`config.mk`:
```
export PLATFORM = sky130hd
export DESIGN_NAME = uart_rx_flat
export DESIGN_NICKNAME = d
export VERILOG_FILES = /design/src/rtl/uart_rx_if.sv /design/src/rtl/uart_rx.sv /design/src/flat_wrapper.sv
export SDC_FILE = /design/constraint.sdc
export NUM_CORES = 1
export LEC_CHECK = 0
export BUFFER_PORTS_ARGS = -buffer_cell sky130_fd_sc_hd__buf_4
export CORE_ASPECT_RATIO = 0.75
export CORE_UTILIZATION = 32
export DETAILED_ROUTE_END_ITERATION = 10
export SLEW_MARGIN = 30
export SYNTH_ARGS = -nofsm -noshare
export SYNTH_HDL_FRONTEND = slang
export SYNTH_SLANG_ARGS = --single-unit
```
`constraint.sdc`:
```
create_clock -name clk -period 2.5 [get_ports clk]
set_input_delay 0.5 -clock clk [delete_from_list [all_inputs] [get_ports clk]]
set_output_delay 0.5 -clock clk [all_outputs]
set_load 0.1 [all_outputs]
```
`src/rtl/uart_rx_if.sv`:
```
// Handshake bundle between uart_rx and its consumer.
//   data_rx    : received word, stable while valid is high
//   valid      : a word is available
//   ready      : consumer accepts the word when valid & ready
//   parity_err : parity mismatch for data_rx, qualified by valid
//   frame_err  : stop bit sampled low for data_rx, qualified by valid
//   overrun    : one-cycle pulse, a completed word was dropped
// master = receiver side, slave = consumer side.
interface uart_rx_if #(
  parameter int BITS_N = 8
);
  logic [BITS_N-1:0] data_rx;
  logic              valid;
  logic              ready;
  logic              parity_err;
  logic              frame_err;
  logic              overrun;

  modport master (
    output data_rx, valid, parity_err, frame_err, overrun,
    input  ready
  );

  modport slave (
    input  data_rx, valid, parity_err, frame_err, overrun,
    output ready
  );
endinterface

```
`src/rtl/uart_rx.sv`:
```
// Oversampling UART receiver. Synchronizes the raw line, times each bit from
// the detected start edge, and hands each word to the consumer over a
// valid/ready handshake together with parity and framing status.
//   clk     : system clock
//   rst     : asynchronous, active-low reset
//   uart_in : raw serial line, idle high, asynchronous to clk
//   bus     : uart_rx_if master (data_rx, valid, ready, parity_err,
//             frame_err, overrun)
//
// state     | meaning
// ----------+--------------------------------------------------------------
// IDLE      | line high, waiting for a falling edge on the synchronized line
// START     | timing half a bit to re-check the start bit (glitch filter)
// DATA      | sampling BITS_N data bits mid-bit, LSB first
// PARITY    | sampling the parity bit (only when PARITY_TYPE != 0)
// STOP      | sampling the stop bit; the word is committed on this sample
// WAIT_HIGH | stop bit was low; hold off until the line returns high
module uart_rx #(
  parameter int CLKS_PER_BIT = 434,
  parameter int BITS_N       = 8,
  parameter int PARITY_TYPE  = 0
) (
  input  logic     clk,
  input  logic     rst,
  input  logic     uart_in,
  uart_rx_if.master bus
);

  localparam int CW = $clog2(CLKS_PER_BIT);
  localparam int BW = (BITS_N > 1) ? $clog2(BITS_N) : 1;
  localparam logic [CW-1:0] TC_HALF = CW'(CLKS_PER_BIT / 2 - 1);
  localparam logic [CW-1:0] TC_BIT  = CW'(CLKS_PER_BIT - 1);
  localparam logic [BW-1:0] TC_LAST = BW'(BITS_N - 1);
  localparam logic          PAR_ODD = (PARITY_TYPE == 1);

  typedef enum logic [2:0] {
    S_IDLE, S_START, S_DATA, S_PARITY, S_STOP, S_WAIT_HIGH
  } state_t;

  state_t            state_q,   state_d;
  logic              sync1_q,   sync1_d;
  logic              sync2_q,   sync2_d;
  logic [CW-1:0]     clk_cnt_q, clk_cnt_d;
  logic [BW-1:0]     bit_cnt_q, bit_cnt_d;
  logic [BITS_N-1:0] shift_q,   shift_d;
  logic              par_bad_q, par_bad_d;
  logic [BITS_N-1:0] data_q,    data_d;
  logic              valid_q,   valid_d;
  logic              perr_q,    perr_d;
  logic              ferr_q,    ferr_d;
  logic              overrun_q, overrun_d;

  logic rxs;
  logic tick_bit;
  logic commit;

  assign rxs      = sync2_q;
  assign tick_bit = (clk_cnt_q == TC_BIT);

  always_comb begin
    state_d   = state_q;
    sync1_d   = uart_in;
    sync2_d   = sync1_q;
    clk_cnt_d = clk_cnt_q + 1'b1;
    bit_cnt_d = bit_cnt_q;
    shift_d   = shift_q;
    par_bad_d = par_bad_q;
    data_d    = data_q;
    valid_d   = valid_q;
    perr_d    = perr_q;
    ferr_d    = ferr_q;
    overrun_d = 1'b0;
    commit    = 1'b0;

    case (state_q)
      S_IDLE: begin
        clk_cnt_d = '0;
        if (!rxs) state_d = S_START;
      end
      S_START: begin
        if (clk_cnt_q == TC_HALF) begin
          clk_cnt_d = '0;
          bit_cnt_d = '0;
          par_bad_d = 1'b0;
          state_d   = rxs ? S_IDLE : S_DATA;
        end
      end
      S_DATA: begin
        if (tick_bit) begin
          clk_cnt_d = '0;
          shift_d   = {rxs, shift_q[BITS_N-1:1]};
          bit_cnt_d = bit_cnt_q + 1'b1;
          if (bit_cnt_q == TC_LAST) begin
            bit_cnt_d = '0;
            state_d   = (PARITY_TYPE != 0) ? S_PARITY : S_STOP;
          end
        end
      end
      S_PARITY: begin
        if (tick_bit) begin
          clk_cnt_d = '0;
          par_bad_d = ((^shift_q) ^ rxs) != PAR_ODD;
          state_d   = S_STOP;
        end
      end
      S_STOP: begin
        if (tick_bit) begin
          clk_cnt_d = '0;
          commit    = 1'b1;
          // Leaving mid-stop-bit lets a start bit that follows immediately
          // be caught without losing a frame.
          state_d   = rxs ? S_IDLE : S_WAIT_HIGH;
        end
      end
      S_WAIT_HIGH: begin
        clk_cnt_d = '0;
        if (rxs) state_d = S_IDLE;
      end
      default: begin
        state_d   = S_IDLE;
        clk_cnt_d = '0;
      end
    endcase

    // An accept in the commit cycle frees the slot, so the new word loads.
    if (commit) begin
      if (!valid_q || bus.ready) begin
        data_d  = shift_q;
        perr_d  = par_bad_d;
        ferr_d  = ~rxs;
        valid_d = 1'b1;
      end else begin
        overrun_d = 1'b1;
      end
    end else if (valid_q && bus.ready) begin
      valid_d = 1'b0;
    end
  end

  always_ff @(posedge clk or negedge rst) begin
    if (!rst) begin
      state_q   <= S_IDLE;
      sync1_q   <= 1'b1;
      sync2_q   <= 1'b1;
      clk_cnt_q <= '0;
      bit_cnt_q <= '0;
      shift_q   <= '0;
      par_bad_q <= 1'b0;
      data_q    <= '0;
      valid_q   <= 1'b0;
      perr_q    <= 1'b0;
      ferr_q    <= 1'b0;
      overrun_q <= 1'b0;
    end else begin
      state_q   <= state_d;
      sync1_q   <= sync1_d;
      sync2_q   <= sync2_d;
      clk_cnt_q <= clk_cnt_d;
      bit_cnt_q <= bit_cnt_d;
      shift_q   <= shift_d;
      par_bad_q <= par_bad_d;
      data_q    <= data_d;
      valid_q   <= valid_d;
      perr_q    <= perr_d;
      ferr_q    <= ferr_d;
      overrun_q <= overrun_d;
    end
  end

  assign bus.data_rx    = data_q;
  assign bus.valid      = valid_q;
  assign bus.parity_err = perr_q;
  assign bus.frame_err  = ferr_q;
  assign bus.overrun    = overrun_q;

endmodule

```
`src/flat_wrapper.sv`:
```
// flat-port wrapper written by rule: the top's interface ports become plain ports
module uart_rx_flat 
#(
  parameter int CLKS_PER_BIT = 434,
  parameter int BITS_N       = 8,
  parameter int PARITY_TYPE  = 0
)
  (clk, rst, uart_in, bus_data_rx, bus_valid, bus_parity_err, bus_frame_err, bus_overrun, bus_ready);
  uart_rx_if #(.BITS_N(BITS_N)) bus_i ();
  input  logic clk;
  input  logic rst;
  input  logic uart_in;
  output wire logic [$bits(bus_i.data_rx)-1:0] bus_data_rx;
  output wire logic [$bits(bus_i.valid)-1:0] bus_valid;
  output wire logic [$bits(bus_i.parity_err)-1:0] bus_parity_err;
  output wire logic [$bits(bus_i.frame_err)-1:0] bus_frame_err;
  output wire logic [$bits(bus_i.overrun)-1:0] bus_overrun;
  input wire logic [$bits(bus_i.ready)-1:0] bus_ready;
  assign bus_data_rx = bus_i.data_rx;
  assign bus_valid = bus_i.valid;
  assign bus_parity_err = bus_i.parity_err;
  assign bus_frame_err = bus_i.frame_err;
  assign bus_overrun = bus_i.overrun;
  assign bus_i.ready = bus_ready;
  uart_rx #(.CLKS_PER_BIT(CLKS_PER_BIT), .BITS_N(BITS_N), .PARITY_TYPE(PARITY_TYPE)) u_core (.clk(clk), .rst(rst), .uart_in(uart_in), .bus(bus_i));
endmodule
```
======== Yosys cells after proc, flatten, opt, wreduce, memory -nomap -nowiden ========
Index checks and enable logic that the tools add are counted.
word-level totals
  flip-flop bits (word level) ............. 38
  input bits .............................. 4
  output and inout port bits .............. 12
cells by class
  $add $sub $neg .......................... 2
  equal/unequal tests ..................... 16
  muxes and demuxes ....................... 27
  bitwise operators ....................... 2
  reduce and logical (&&, ||, !) cells .... 13
operators with widths
  cell                                                 count
  2-to-1 mux 3 bit                                     11
  2-to-1 mux 9 bit                                     2
  one-hot mux 3 bit (6 select lines)                   1
  one-hot mux 9 bit (2 select lines)                   1
  != test 2 x 1 -> 1 bit, second input constant        6
  adder 9 x 1 -> 9 bit, second input constant          1
  equality test 3 bit, second input constant           3
  equality test 9 x 8 -> 1 bit, second input constant  1
  equality test 9 bit, second input constant           1
  2-to-1 mux 1 bit                                     9
  XOR reduction 8 bit                                  1
  AND reduction 7 bit                                  1
  equality test 3 x 2 -> 1 bit, second input constant  2
  one-hot mux 3 bit (2 select lines)                   1
  AND reduction 2 bit                                  3
  != test 2 bit, second input constant                 2
  nonzero test 2 bit                                   2
  adder 3 x 1 -> 3 bit, second input constant          1
  equality test 3 x 1 -> 1 bit, second input constant  1
  zero test 3 bit                                      1
  AND reduction 3 bit                                  1
  OR reduction 3 bit                                   1
  2-to-1 mux 2 bit                                     1
  one-hot mux 1 bit (2 select lines)                   1
  other kinds (5)                                      5

======== Longest topological paths before layout ========
Gate-level depths: netlist of the first run.
  depth after elaboration ................. 5
  mapped depth ............................ 7
  gate-level depth less buffers ........... 6

======== Least setup slack after synthesis of the first run ========
No wires, ideal clock.
  kind .................................... register to register
  start point ............................. reg u_core.valid_q (netlist: u_core.bus.valid)
  end point ............................... reg u_core.data_q[0] (netlist: u_core.bus.data_rx[0])
  arrival time ............................ 1676 ps
  data required time ...................... 2375 ps
  path slack .............................. 699 ps
  cell stages (with the launch flop) ...... 5
  buffers on the path ..................... 1
  period minus slack after synthesis ...... 1801 ps
  path through ............................ dfrtp_1 > nand2b_1 > nor3b_2 > buf_4 > mux2_2
between the ends
  cells in the longest elaborated chain, start to end .. 3
RTL lines
  element                        line            text
  start, declared                uart_rx.sv:48   logic valid_q, valid_d;
  start signal, assigned         uart_rx.sv:163  valid_q <= valid_d;
  zero test 1 bit                uart_rx.sv:127  if (!valid_q || bus.ready) begin
  logical OR 1 bit               uart_rx.sv:127
  AND reduction 2 bit (no line)  n/a
  end signal, assigned           uart_rx.sv:162  data_q <= data_d;
  end, declared                  uart_rx.sv:47   logic [BITS_N-1:0] data_q, data_d;
Every way passes these cells.
A chain may end at the register's enable or synchronous reset.

======== Worst setup path after layout of the first run ========
  start point ............................. reg u_core.clk_cnt_q[1]
  end point ............................... reg u_core.shift_q[5]
between the ends
  cells in the longest elaborated chain, start to end .. 2
RTL lines
  element                        line            text
  start, declared                uart_rx.sv:43   logic [CW-1:0] clk_cnt_q, clk_cnt_d;
  start signal, assigned         uart_rx.sv:158  clk_cnt_q <= clk_cnt_d;
  equality test 9 bit            uart_rx.sv:58   assign tick_bit = (clk_cnt_q == TC_BIT);
  AND reduction 2 bit (no line)  n/a
  end signal, assigned           uart_rx.sv:160  shift_q <= shift_d;
  end, declared                  uart_rx.sv:45   logic [BITS_N-1:0] shift_q, shift_d;
Every way passes these cells.

==> metrics, run 1 <==
CTS tree=built; Comb power frac=~1.6%; status=complete, no violations; Layout area overhead=15.7%; initial antenna violation count=0; post-DR vias/cell=between 4 and 5; vias in the first global route=roughly 1200; register area share after synthesis=between 50% and 60%; worst skew pair latency=approximately 0.29 ns; most common cell after layout, fill and taps aside=dfrtp_1; grt ovf=0; slew at the pin closest to its max-slew limit=about 0.51 ns; crit path time final=between 1.5 and 2 ns; Final Net Count=around 180; drt first pass iters=4; drt wl/cell=between 10 and 15 um; vias=approximately 1200; sequential power share=59.6%; mux cell area share after synthesis=between 10% and 20%; Adder-Cell Fraction of Synth Area=about 3.5%; mean area per synthesized cell=12.5 sq um; R2R Setup Slk=around 0.59 ns; Sw Ratio=21.6%; share of post-route cells with drive strength above 1=32.3%; Syn Std Cell Area=roughly 1800 sq um; P_leak=a little over 1 nW; Clk pwr share=between 30% and 40%; ratio of final minimum period to clock period=76.6%; internal power=around 0.8 mW; Synth Area in XOR/XNOR=7.52%; Syn Inst Count=between 100 and 150; Die Span Y=roughly 67 um; CP startpoint kind=flop; CTS clk-pin slew, worst paths=~0.070 ns; DRC viols=0; Critical Path End=u_core.shift_q[5]; Pwr Total=between 1 and 1.5 mW; CP startpoint=u_core.clk_cnt_q[1]; CP max stage delay=0.42 ns; Max Clock Freq=around 520 MHz; GRT Resource Usage Total=between 10% and 20%; port bufs=15; CP Capture Type=flop; Worst Clk Skew=between 0.009 and 0.01 ns; pwr dens=approximately 500 nW/um^2; Routed WL=3370 um; RSZ-0062 raised after global routing=no; antenna viol nets, final=0; NetSw=between 0.2 and 0.25 mW; post-CTS sizing=0; n_diodes=0; sequence of cells on the critical path=inv_1 -> ha_1 -> and3b_2 -> nand3_4 -> nor3_4 -> mux2_2; Ys Warns=0; Max Fanout on Critical Path=8; Setup Total Neg Slack=0 ns; routed wl met2=1610 um; worst reg-to-reg path cell count=6; R2R Path End=u_core.shift_q[5]; # Max-Cap Violations=0; clk sinks=38; Final Hold Fails=0; GPL Wtd Cong=~0.75; initial core utilization=between 30% and 40%; largest net degree at the start of global routing=39; worst reg2reg startpoint=u_core.clk_cnt_q[1]; Req. time, crit path=~2.7 ns; worst rel slew slack=around 65%; Hold-fix buffers, CTS=0; most frequent cells in the layout=dfrtp_1, mux2_2, buf_4; Yosys reg bits=38; main combinational cell family by area after synthesis=simple AND/OR/NAND/NOR gates; Die X=88.9 um; max-slew violations=0; post-synthesis cell type count=41; DR iter-0 viols=63; wire length on met3=about 160 um; CORE AREA=5410 sq um; Simple-Gate Fraction of Synth Area=17.5%; maximum VDD drop=~0.00016 V; syn nets=roughly 150; HPWL Detailed=around 2400 um; post-synthesis compound-gate area fraction=roughly 4.5%; Crit-path slowest cell=dfrtp_1; Data arrival, critical path=roughly 2.1 ns; io pins=16; CTS root buffer=clkbuf_8; endpoints failing setup=0; row cnt=23; Num CTS Buffers=5; Worst Hold Class=in -> async; crit path kind=reg -> reg; worst-case clock buffer depth=2; H-Tree Depth=2; top sig layer=met4; DIE AREA=roughly 6000 sq um; wire length on met1=about 1600 um; first-pass GRT wire length=~5700 um; Setup Buffers After CTS=0
## worst max-delay path, delay by kind of cell, from the launching register on
kind / cells / cell delay (ns)
buf+inv: 1 / 0.09
mux: 1 / 0.39
flops: 1 / 0.42
fa+ha+maj: 1 / 0.13
simple gates: 3 / 0.78
## flip-flops by register name, summed over array words and instances, names as in the netlist
register               count
u_core.clk_cnt_q           9
u_core.bit_cnt_q           3
u_core.bus.data_rx         8
u_core.bus.valid           1
u_core.bus.frame_err       1
u_core.bus.overrun         1
u_core.shift_q             8
u_core.sync1_q             1
u_core.bus.parity_err      1
u_core.rxs                 1
u_core.state_q             3
u_core.par_bad_q           1
## metal layers
layer / vias to the layer above / GRT usage (%)
met5: - / 0
met3: 4 / 4.40
met2: 23 / 20.9
met1: 572 / 15.8
met4: 0 / 6.65
li1: 553 / -
## Yosys cell counts (all sizes together)
library cell / n / area [sq um]
dfrtp: 36 / 901
mux2: 20 / 225
nor2: 12 / 45.0
xor2: 8 / 70.1
nand3: 7 / 47.6
ha: 5 / 62.6
nor2b: 5 / 31.3
xnor2: 5 / 43.8
inv: 4 / 15.0
nand2: 4 / 15.0
and3b: 3 / 28.8
nand2b: 3 / 18.8
nand4: 3 / 18.8
nor3b: 3 / 27.5
a21oi: 2 / 13.8
a31oi: 2 / 12.5
and3: 2 / 12.5
buf: 2 / 11.3
dfstp: 2 / 52.6
or3b: 2 / 17.5
a2111oi: 1 / 8.76
a21o: 1 / 7.51
a22o: 1 / 8.76
a311o: 1 / 10.0
and2b: 1 / 8.76
and4: 1 / 8.76
mux2i: 1 / 10.0
nand4b: 1 / 8.76
nor3: 1 / 16.3
nor4: 1 / 6.26
o21ai: 1 / 5.00
o22ai: 1 / 6.26
o32ai: 1 / 8.76
or2: 1 / 6.26
xnor3: 1 / 22.5
## logic make-up (layout without fill, tap and decap cells)
logic type,after synthesis,count (layout)
DFF,38,38
xor gates and xnor gates,14,14
adders and majority gates,5,5
and+or+nand+nor,50,50
muxes,21,21
AOI/OAI and AO/OA,11,11
buffers and inverters,6,28
## power groups by stage
stage / Sequential (mW) / Combinational (mW) / Clock (mW)
3_3_place_gp: 0.631 / 0.0176 / 0
2_1_floorplan: 0.630 / 0.00216 / 0
5_1_grt: 0.619 / 0.0205 / 0.446
4_1_cts: 0.619 / 0.0184 / 0.416
3_5_place_dp: 0.631 / 0.0183 / 0
6_report: 0.619 / 0.0170 / 0.403
## area by class of cell
class	instances	area, sq um
Tap cell	75	93.8
Fill cell	540	3310
Clock inverter	2	10.0
Multi-Input combinational cell	101	833
Clock buffer	6	72.6
Sequential cell	38	953
Timing Repair Buffer	16	120
Inverter	4	15.0
## through the flow
step / instance area [sq um] / hold slack [ns] / setup WS (ns) / utilization (%) / std cells
2_1_floorplan: 1810 / 0.204 / 0.699 / - / 145
4_1_cts: 2100 / 0.183 / 0.566 / 38.8 / 242
6_report: 2100 / 0.163 / 0.586 / 38.8 / 242
3_5_place_dp: 2020 / 0.350 / 0.574 / 37.3 / 234
3_3_place_gp: 2020 / 0.346 / 0.639 / 37.3 / 234
5_1_grt: 2100 / 0.197 / 0.460 / 38.8 / 242
## worst min path at each step
| stage | start | endpoint | cells past startpoint |
|---|---|---|---|
| floorplan | rst | u_core.bit_cnt_q[0] | 0 |
| global placement | u_core.sync1_q | u_core.rxs | 0 |
| detailed placement | u_core.sync1_q | u_core.rxs | 0 |
| CTS | rst | u_core.bus.frame_err | 1 |
| global route | rst | u_core.bus.frame_err | 1 |
| finish | rst | u_core.clk_cnt_q[8] | 1 |
(Power assumes the default switching activity.)
==> run 2, diff against run 1 <==
- ABC_AREA: not set -> 1
- clock period: 2.5 -> 1.9 ns (I/O delays scaled with it)
==> metrics, run 2 <==
largest net degree at the start of global routing=39 (unchanged); Worst Hold Slack=0.0495 ns (-0.114 ns); met2 GRT Util=19.0% (-1.9 points); post-synthesis cell type count=26 (-37%); critical path's top delay family=simple AND/OR/NAND/NOR gates; Ys Warns=0 (unchanged); number of synthesized flops with an enable pin=0 (unchanged); Largest register FFs=9 (unchanged); grt ovf=0 (unchanged); post-synth top area share=49.1% (-0.61 points); # Max-Cap Violations=0 (unchanged); Syn Inst Count=218 (+50%); most frequent cell after synthesis=nand2_1; Most used DFF post-synth=dfrtp_1; P_leak=1.05 nW (+3.9%); Async S/R FF share, synth=100% (unchanged); RSZ-0062 raised after global routing=no; drt wl/cell=10.1 um (-27%); io pins=16 (unchanged); initial antenna violation count=0 (unchanged); post-CTS sizing=0 (unchanged); worst-case clock buffer depth=2 (unchanged); Hold-fix buffers, CTS=0 (unchanged); worst reg2reg startpoint=u_core.clk_cnt_q[1]; syn nets=227 (+47%); post-DR vias/cell=4.26 (-11%); Die X=89.5 um (+0.60%); Setup Buffers After CTS=0 (unchanged); worst skew pair latency=0.28 ns (about the same); R2R Path End=u_core.bus.frame_err; initial core utilization=33.7% (+0.24 points); HPWL Detailed=2280 um (-4.5%); share of post-route cells with drive strength above 1=18.3% (-14 points); sequence of cells on the critical path=inv_1 -> ha_1 -> nand2_1 -> nor2_1 -> nand2_2 -> inv_2 -> nand2_2 -> nor2_4 -> inv_2 -> nand2_1 -> o21ai_2; vias in the first global route=1272 (+8.1%); Final Net Count=248 (+42%); pwr dens=718 nW/um^2 (+45%); WP buf/inv=3 (+2); Worst Hold Class=in -> async; status=complete, no violations; Crit-path slowest cell=dfrtp_1; Data arrival, critical path=1.78 ns (-0.31 ns); most common cell after layout, fill and taps aside=nand2_1; DR iter-0 viols=60 (-4.8%); first-pass GRT wire length=5660 um (-0.74%); port bufs=15 (unchanged); Place WS=0.275 ns (-0.299 ns); Req. time, crit path=2.07 ns (-0.61 ns); Max Fanout on Critical Path=19 (+11); mean area per synthesized cell=8.42 sq um (-33%); Setup Total Neg Slack=0 ns (unchanged); DRC viols=0 (unchanged); CTS clk-pin slew, worst paths=0.07 ns (about the same); GR Util met3=3.55% (-0.86 points); maximum VDD drop=0.000258 V (+61%); cell taking the most area after synthesis=dfrtp_1; Num CTS Buffers=5 (unchanged); worst rel slew slack=67.5% (+2.3 points); drt first pass iters=4 (unchanged); GRT Resource Usage Total=12.6% (-0.50 points); clk sinks=38 (unchanged); slew at the pin closest to its max-slew limit=0.486 ns (-0.0230 ns); Syn Std Cell Area=1840 sq um (+1.2%); Yosys reg bits=38 (unchanged); most frequent cells in the layout=nand2_1, dfrtp_1, inv_1; register area share after synthesis=51.9% (-0.65 points); Routed WL=3180 um (-5.4%); worst reg-to-reg path cell count=11 (+5); commonest cells in the netlist=nand2_1, dfrtp_1, inv_1; GPL Wtd Cong=0.770 (+2.4%); crit path kind=reg -> reg; Die Span Y=67.6 um (+0.60%); Final Hold Fails=0 (unchanged); CTS root buffer=clkbuf_8; row cnt=23 (unchanged); max-slew violations=0 (unchanged); Max Clock Freq=621 MHz (+19%); CP Capture Type=flop; R2R Setup Slk=0.29 ns (-0.30 ns); busiest grt layer=met2; Biggest register=u_core.clk_cnt_q; n_diodes=0 (unchanged); H-Tree Depth=2 (unchanged); crit path time final=1.61 ns (-0.304 ns); CTS tree=built; grt met1 use=17.1% (+1.3 points); CP startpoint kind=flop; CORE AREA=5440 sq um (+0.53%); antenna viol nets, final=0 (unchanged); largest cells by area after synthesis=dfrtp_1, nand2_1, inv_1; endpoints failing setup=0 (unchanged); vias=1341 (+16%); fin worst setup slack=0.290 ns (-0.296 ns); placed inst area=2030 sq um (+0.87%); ratio of final minimum period to clock period=84.8% (+8.2 points); Worst Clk Skew=0.00731 ns (-0.00251 ns); CP max stage delay=0.40 ns (-0.02 ns); Layout area overhead=15.7% (about the same); post-route cell area=2120 sq um (+1.3%); DIE AREA=6050 sq um (+1.2%)
-- run 2: cell count changes in the layout (fill, tap and decap cells not counted), moves of 8 or more --
| cell | before | now |
|---|---|---|
| nand2_1 | 4 | 67 |
| inv_1 | 4 | 29 |
| mux2_2 | 20 | 0 |
| o21ai_0 | 1 | 14 |
| o21ai_2 | 0 | 9 |
| nor2_1 | 12 | 20 |
-- run 2: area by class of cell --
class / count / area, sq um
fillers: 562 / 3310
flip-flops and latches: 38 / 953
multi-input cells: 145 / 742
inverters: 33 / 124
repair buffers: 16 / 120
well taps: 75 / 93.8
clock buffers: 7 / 86.3
clock inverters: 1 / 5.00
-- run 2: worst reg2reg max path: stages, from the launching register on --
cell and delay, ns:
dfrtp_1 0.40, inv_1 0.08, ha_1 0.14, nand2_1 0.05, nor2_1 0.12, nand2_2 0.11, inv_2 0.08, nand2_2 0.07
nor2_4 0.10, inv_2 0.16, nand2_1 0.13, o21ai_2 0.06
-- run 2: logic make-up (layout without fill, tap and decap cells) --
logic type / Yosys count / after routing / share of synthesized area [%]
buffers and inverters: 35 / 57 / 7.63
AO/OA/AOI/OAI: 30 / 30 / 10.4
flip-flops: 38 / 38 / 51.9
adder cells (fa/ha/maj): 5 / 5 / 3.41
XOR/XNOR: 6 / 6 / 2.86
AND/OR/NAND/NOR: 104 / 104 / 23.7
-- run 2: per-layer routing --
metal / vias up / wire, um / part of all wire, %
met5: - / 0 / 0
met2: 19 / 1350 / 42
met1: 593 / 1690 / 53
li1: 725 / - / -
met3: 4 / 109 / 3.4
met4: 0 / 33 / 1.0
-- run 2: worst max path at each step --
stage	startpoint	end	slack, ns	cells past startpoint
6_report	u_core.clk_cnt_q[1]	u_core.bus.frame_err	0.29	11
5_1_grt	u_core.clk_cnt_q[1]	u_core.state_q[1]	0.05	11
4_1_cts	u_core.clk_cnt_q[1]	u_core.state_q[2]	0.26	11
3_5_place_dp	u_core.clk_cnt_q[1]	u_core.bus.frame_err	0.27	11
3_3_place_gp	u_core.clk_cnt_q[1]	u_core.bus.data_rx[7]	0.31	11
2_1_floorplan	u_core.bus.valid	u_core.bus.parity_err	0.15	7
-- run 2: report_power, final --
| part | internal (mW) | leakage, nW | switching [mW] |
|---|---|---|---|
| clock network | 0.293 | 0.0482 | 0.275 |
| registers | 0.822 | 0.488 | 0.00730 |
| logic | 0.0252 | 0.513 | 0.103 |
| total | 1.14 | 1.05 | 0.385 |
-- run 2: stage by stage --
stage          power [mW]  cells  utilization (%)
4_1_cts              1.55    315             39.1
3_3_place_gp        0.975    307             37.4
3_5_place_dp        0.976    307             37.4
5_1_grt              1.59    315             39.1
6_report             1.52    315             39.1
2_1_floorplan       0.933    218                -
==> run 3, diff against run 2 <==
- clock period: 1.9 -> 1.5 ns (I/O delays scaled with it)
==> metrics, run 3 (synthesized netlist as in run 2, its figures left out) <==
status=complete, but fails checks; failing checks=setup timing; ratio of final minimum period to clock period=101% (+16 points); sequential power share=50.4% (-4.0 points); io pins=16 (unchanged); first-pass GRT wire length=6000 um (+5.9%); Data arrival, critical path=1.70 ns (-0.08 ns); initial antenna violation count=0 (unchanged); worst skew pair latency=0.29 ns (about the same); CP Capture Type=flop; antenna viol nets, final=0 (unchanged); worst-case clock buffer depth=2 (unchanged); endpoints failing setup=7 (+7); port bufs=15 (unchanged); Biggest register=u_core.clk_cnt_q; RSZ-0062 raised after global routing=yes; Worst Clk Skew=0.0117 ns (+0.00437 ns); CTS clk-pin slew, worst paths=0.07 ns (about the same); most common cell after layout, fill and taps aside=nand2_1; CP max stage delay=0.43 ns (+0.03 ns); CP startpoint kind=flop; worst rel slew slack=66.5% (-0.95 points); Num CTS Buffers=5 (unchanged); Final Net Count=279 (+13%); DR iter-0 viols=65 (+8.3%); GPL Wtd Cong=0.750 (-2.6%); most frequent cells in the layout=nand2_1, buf_4, dfrtp_1; Crit-path slowest cell=dfrtp_1; Die X=89.5 um (unchanged); Final Hold Fails=0 (unchanged); P_leak=1.23 nW (+17%); max-slew violations=0 (unchanged); Place WS=-0.0407 ns (-0.316 ns); CTS tree=built; Worst Hold Class=in -> reg; DRC viols=0 (unchanged); initial core utilization=33.7% (unchanged); crit path time final=1.52 ns (-0.0941 ns); Routed WL=3790 um (+19%); slew at the pin closest to its max-slew limit=0.502 ns (+0.0164 ns); n_diodes=0 (unchanged); share of post-route cells with drive strength above 1=37.6% (+19 points); Comb power frac=8.3% (about the same); pwr dens=817 nW/um^2 (+14%); Cells after DPL=327 (+6.5%); NetSw=0.511 mW (+33%); Max Clock Freq=660 MHz (+6.2%); sequence of cells on the critical path=nor4_4 -> nand2_2 -> inv_2 -> nand2_4 -> nor2_4 -> buf_12 -> inv_8 -> nand2_2 -> o21ai_2; H-Tree Depth=2 (unchanged); # Max-Cap Violations=0 (unchanged); grt ovf=0 (unchanged); Max Fanout on Critical Path=10 (-9); Die Span Y=67.6 um (unchanged); DIE AREA=6050 sq um (unchanged); cell repeated most along the worst path=nand2_2; Largest register FFs=9 (unchanged); fin worst setup slack=-0.0161 ns (-0.306 ns); row cnt=23 (unchanged); Sw Ratio=24.5% (-0.75 points); Pwr Total=2.09 mW (+37%); CTS root buffer=clkbuf_8; Util after Layout=47.0% (+7.9 points); Clk pwr share=41.4% (+4.2 points); crit path kind=reg -> reg; post-DR vias/cell=4.33 (+1.8%); internal power=1.58 mW (+38%); Req. time, crit path=1.68 ns (-0.39 ns); HPWL Detailed=2490 um (+9.6%); Layout area overhead=39.3%; vias in the first global route=1334 (+4.9%); GRT Resource Usage Total=13.4% (+0.82 points); drt wl/cell=11.0 um (+8.4%); drt first pass iters=4 (unchanged); post-route cell area=2560 sq um (+20%); Worst Hold Slack=0.119 ns (+0.0693 ns); placed inst area=2200 sq um (+8.1%); CORE AREA=5440 sq um (unchanged); Non-Filler Instances=346 (+9.8%); maximum VDD drop=0.000280 V (+8.4%); largest net degree at the start of global routing=39 (unchanged); Setup Total Neg Slack=-0.0365 ns (-0.0365 ns); vias=1499 (+12%); clk sinks=38 (unchanged)
run 3: changes by cell type in the layout (fill, tap and decap cells not counted), sizes merged:
| cell | previous run | this run |
|---|---|---|
| dlygate4sd3 | 0 | 1 |
| clkinv | 1 | 0 |
| bufinv | 0 | 1 |
| buf | 16 | 44 |
| inv | 33 | 35 |
run 3: routing by layer:
metal	GRT usage, %	wire length [um]	up-vias
met5	0	0	-
met4	5.95	59	0
met3	3.42	113	7
met2	19.7	1620	24
met1	18.5	2000	679
li1	-	-	789
run 3: cell type report:
cell class | instances | area, sq um
clock buffers | 7 | 76.3
multi-input cells | 145 | 866
repair inverters | 2 | 17.5
fillers | 496 | 2880
well taps | 75 | 93.8
repair buffers | 45 | 384
inverters | 33 | 134
clock inverters | 1 | 30.0
flip-flops and latches | 38 | 955
run 3: worst max-delay path, delay by kind of cell, from the launching register on:
kind,cells,cell delay [ns]
AO/OA/AOI/OAI,1,0.05
flip-flops,1,0.43
buffers and inverters,3,0.29
AND/OR/NAND/NOR,5,0.64
run 3: power groups by stage:
stage / Clock (mW) / Combinational [mW] / Sequential [mW]
after floorplan: 0 / 0.0211 / 1.16
after global placement: 0 / 0.169 / 1.07
after detailed placement: 0 / 0.170 / 1.07
after CTS: 0.884 / 0.172 / 1.05
after global routing: 0.930 / 0.185 / 1.05
final: 0.864 / 0.172 / 1.05
run 3: timing repair:
item / in CTS / in global routing
cloned: 0 / 2
buffers inserted: 4 / 4
pin swaps: 8 / 13
hold buffers: 1 / 0
gates resized for setup: 15 / 37
setup endpoints to repair: 17 / 32
hold endpoints to repair: 36 / 0
run 3: final timing paths:
| check | start | end | slack, ns | cells after the start |
|---|---|---|---|---|
| max | u_core.clk_cnt_q[6] | u_core.bus.data_rx[7] | -0.02 | 9 |
| min | uart_in | u_core.sync1_q | 0.12 | 1 |
| max reg2reg | u_core.clk_cnt_q[6] | u_core.bus.data_rx[7] | -0.02 | 9 |
| min reg2reg | u_core.sync1_q | u_core.rxs | 0.36 | 0 |
| max in group asynchronous | rst | u_core.rxs | 0.61 | 2 |
| min in group asynchronous | rst | u_core.par_bad_q | 0.52 | 2 |
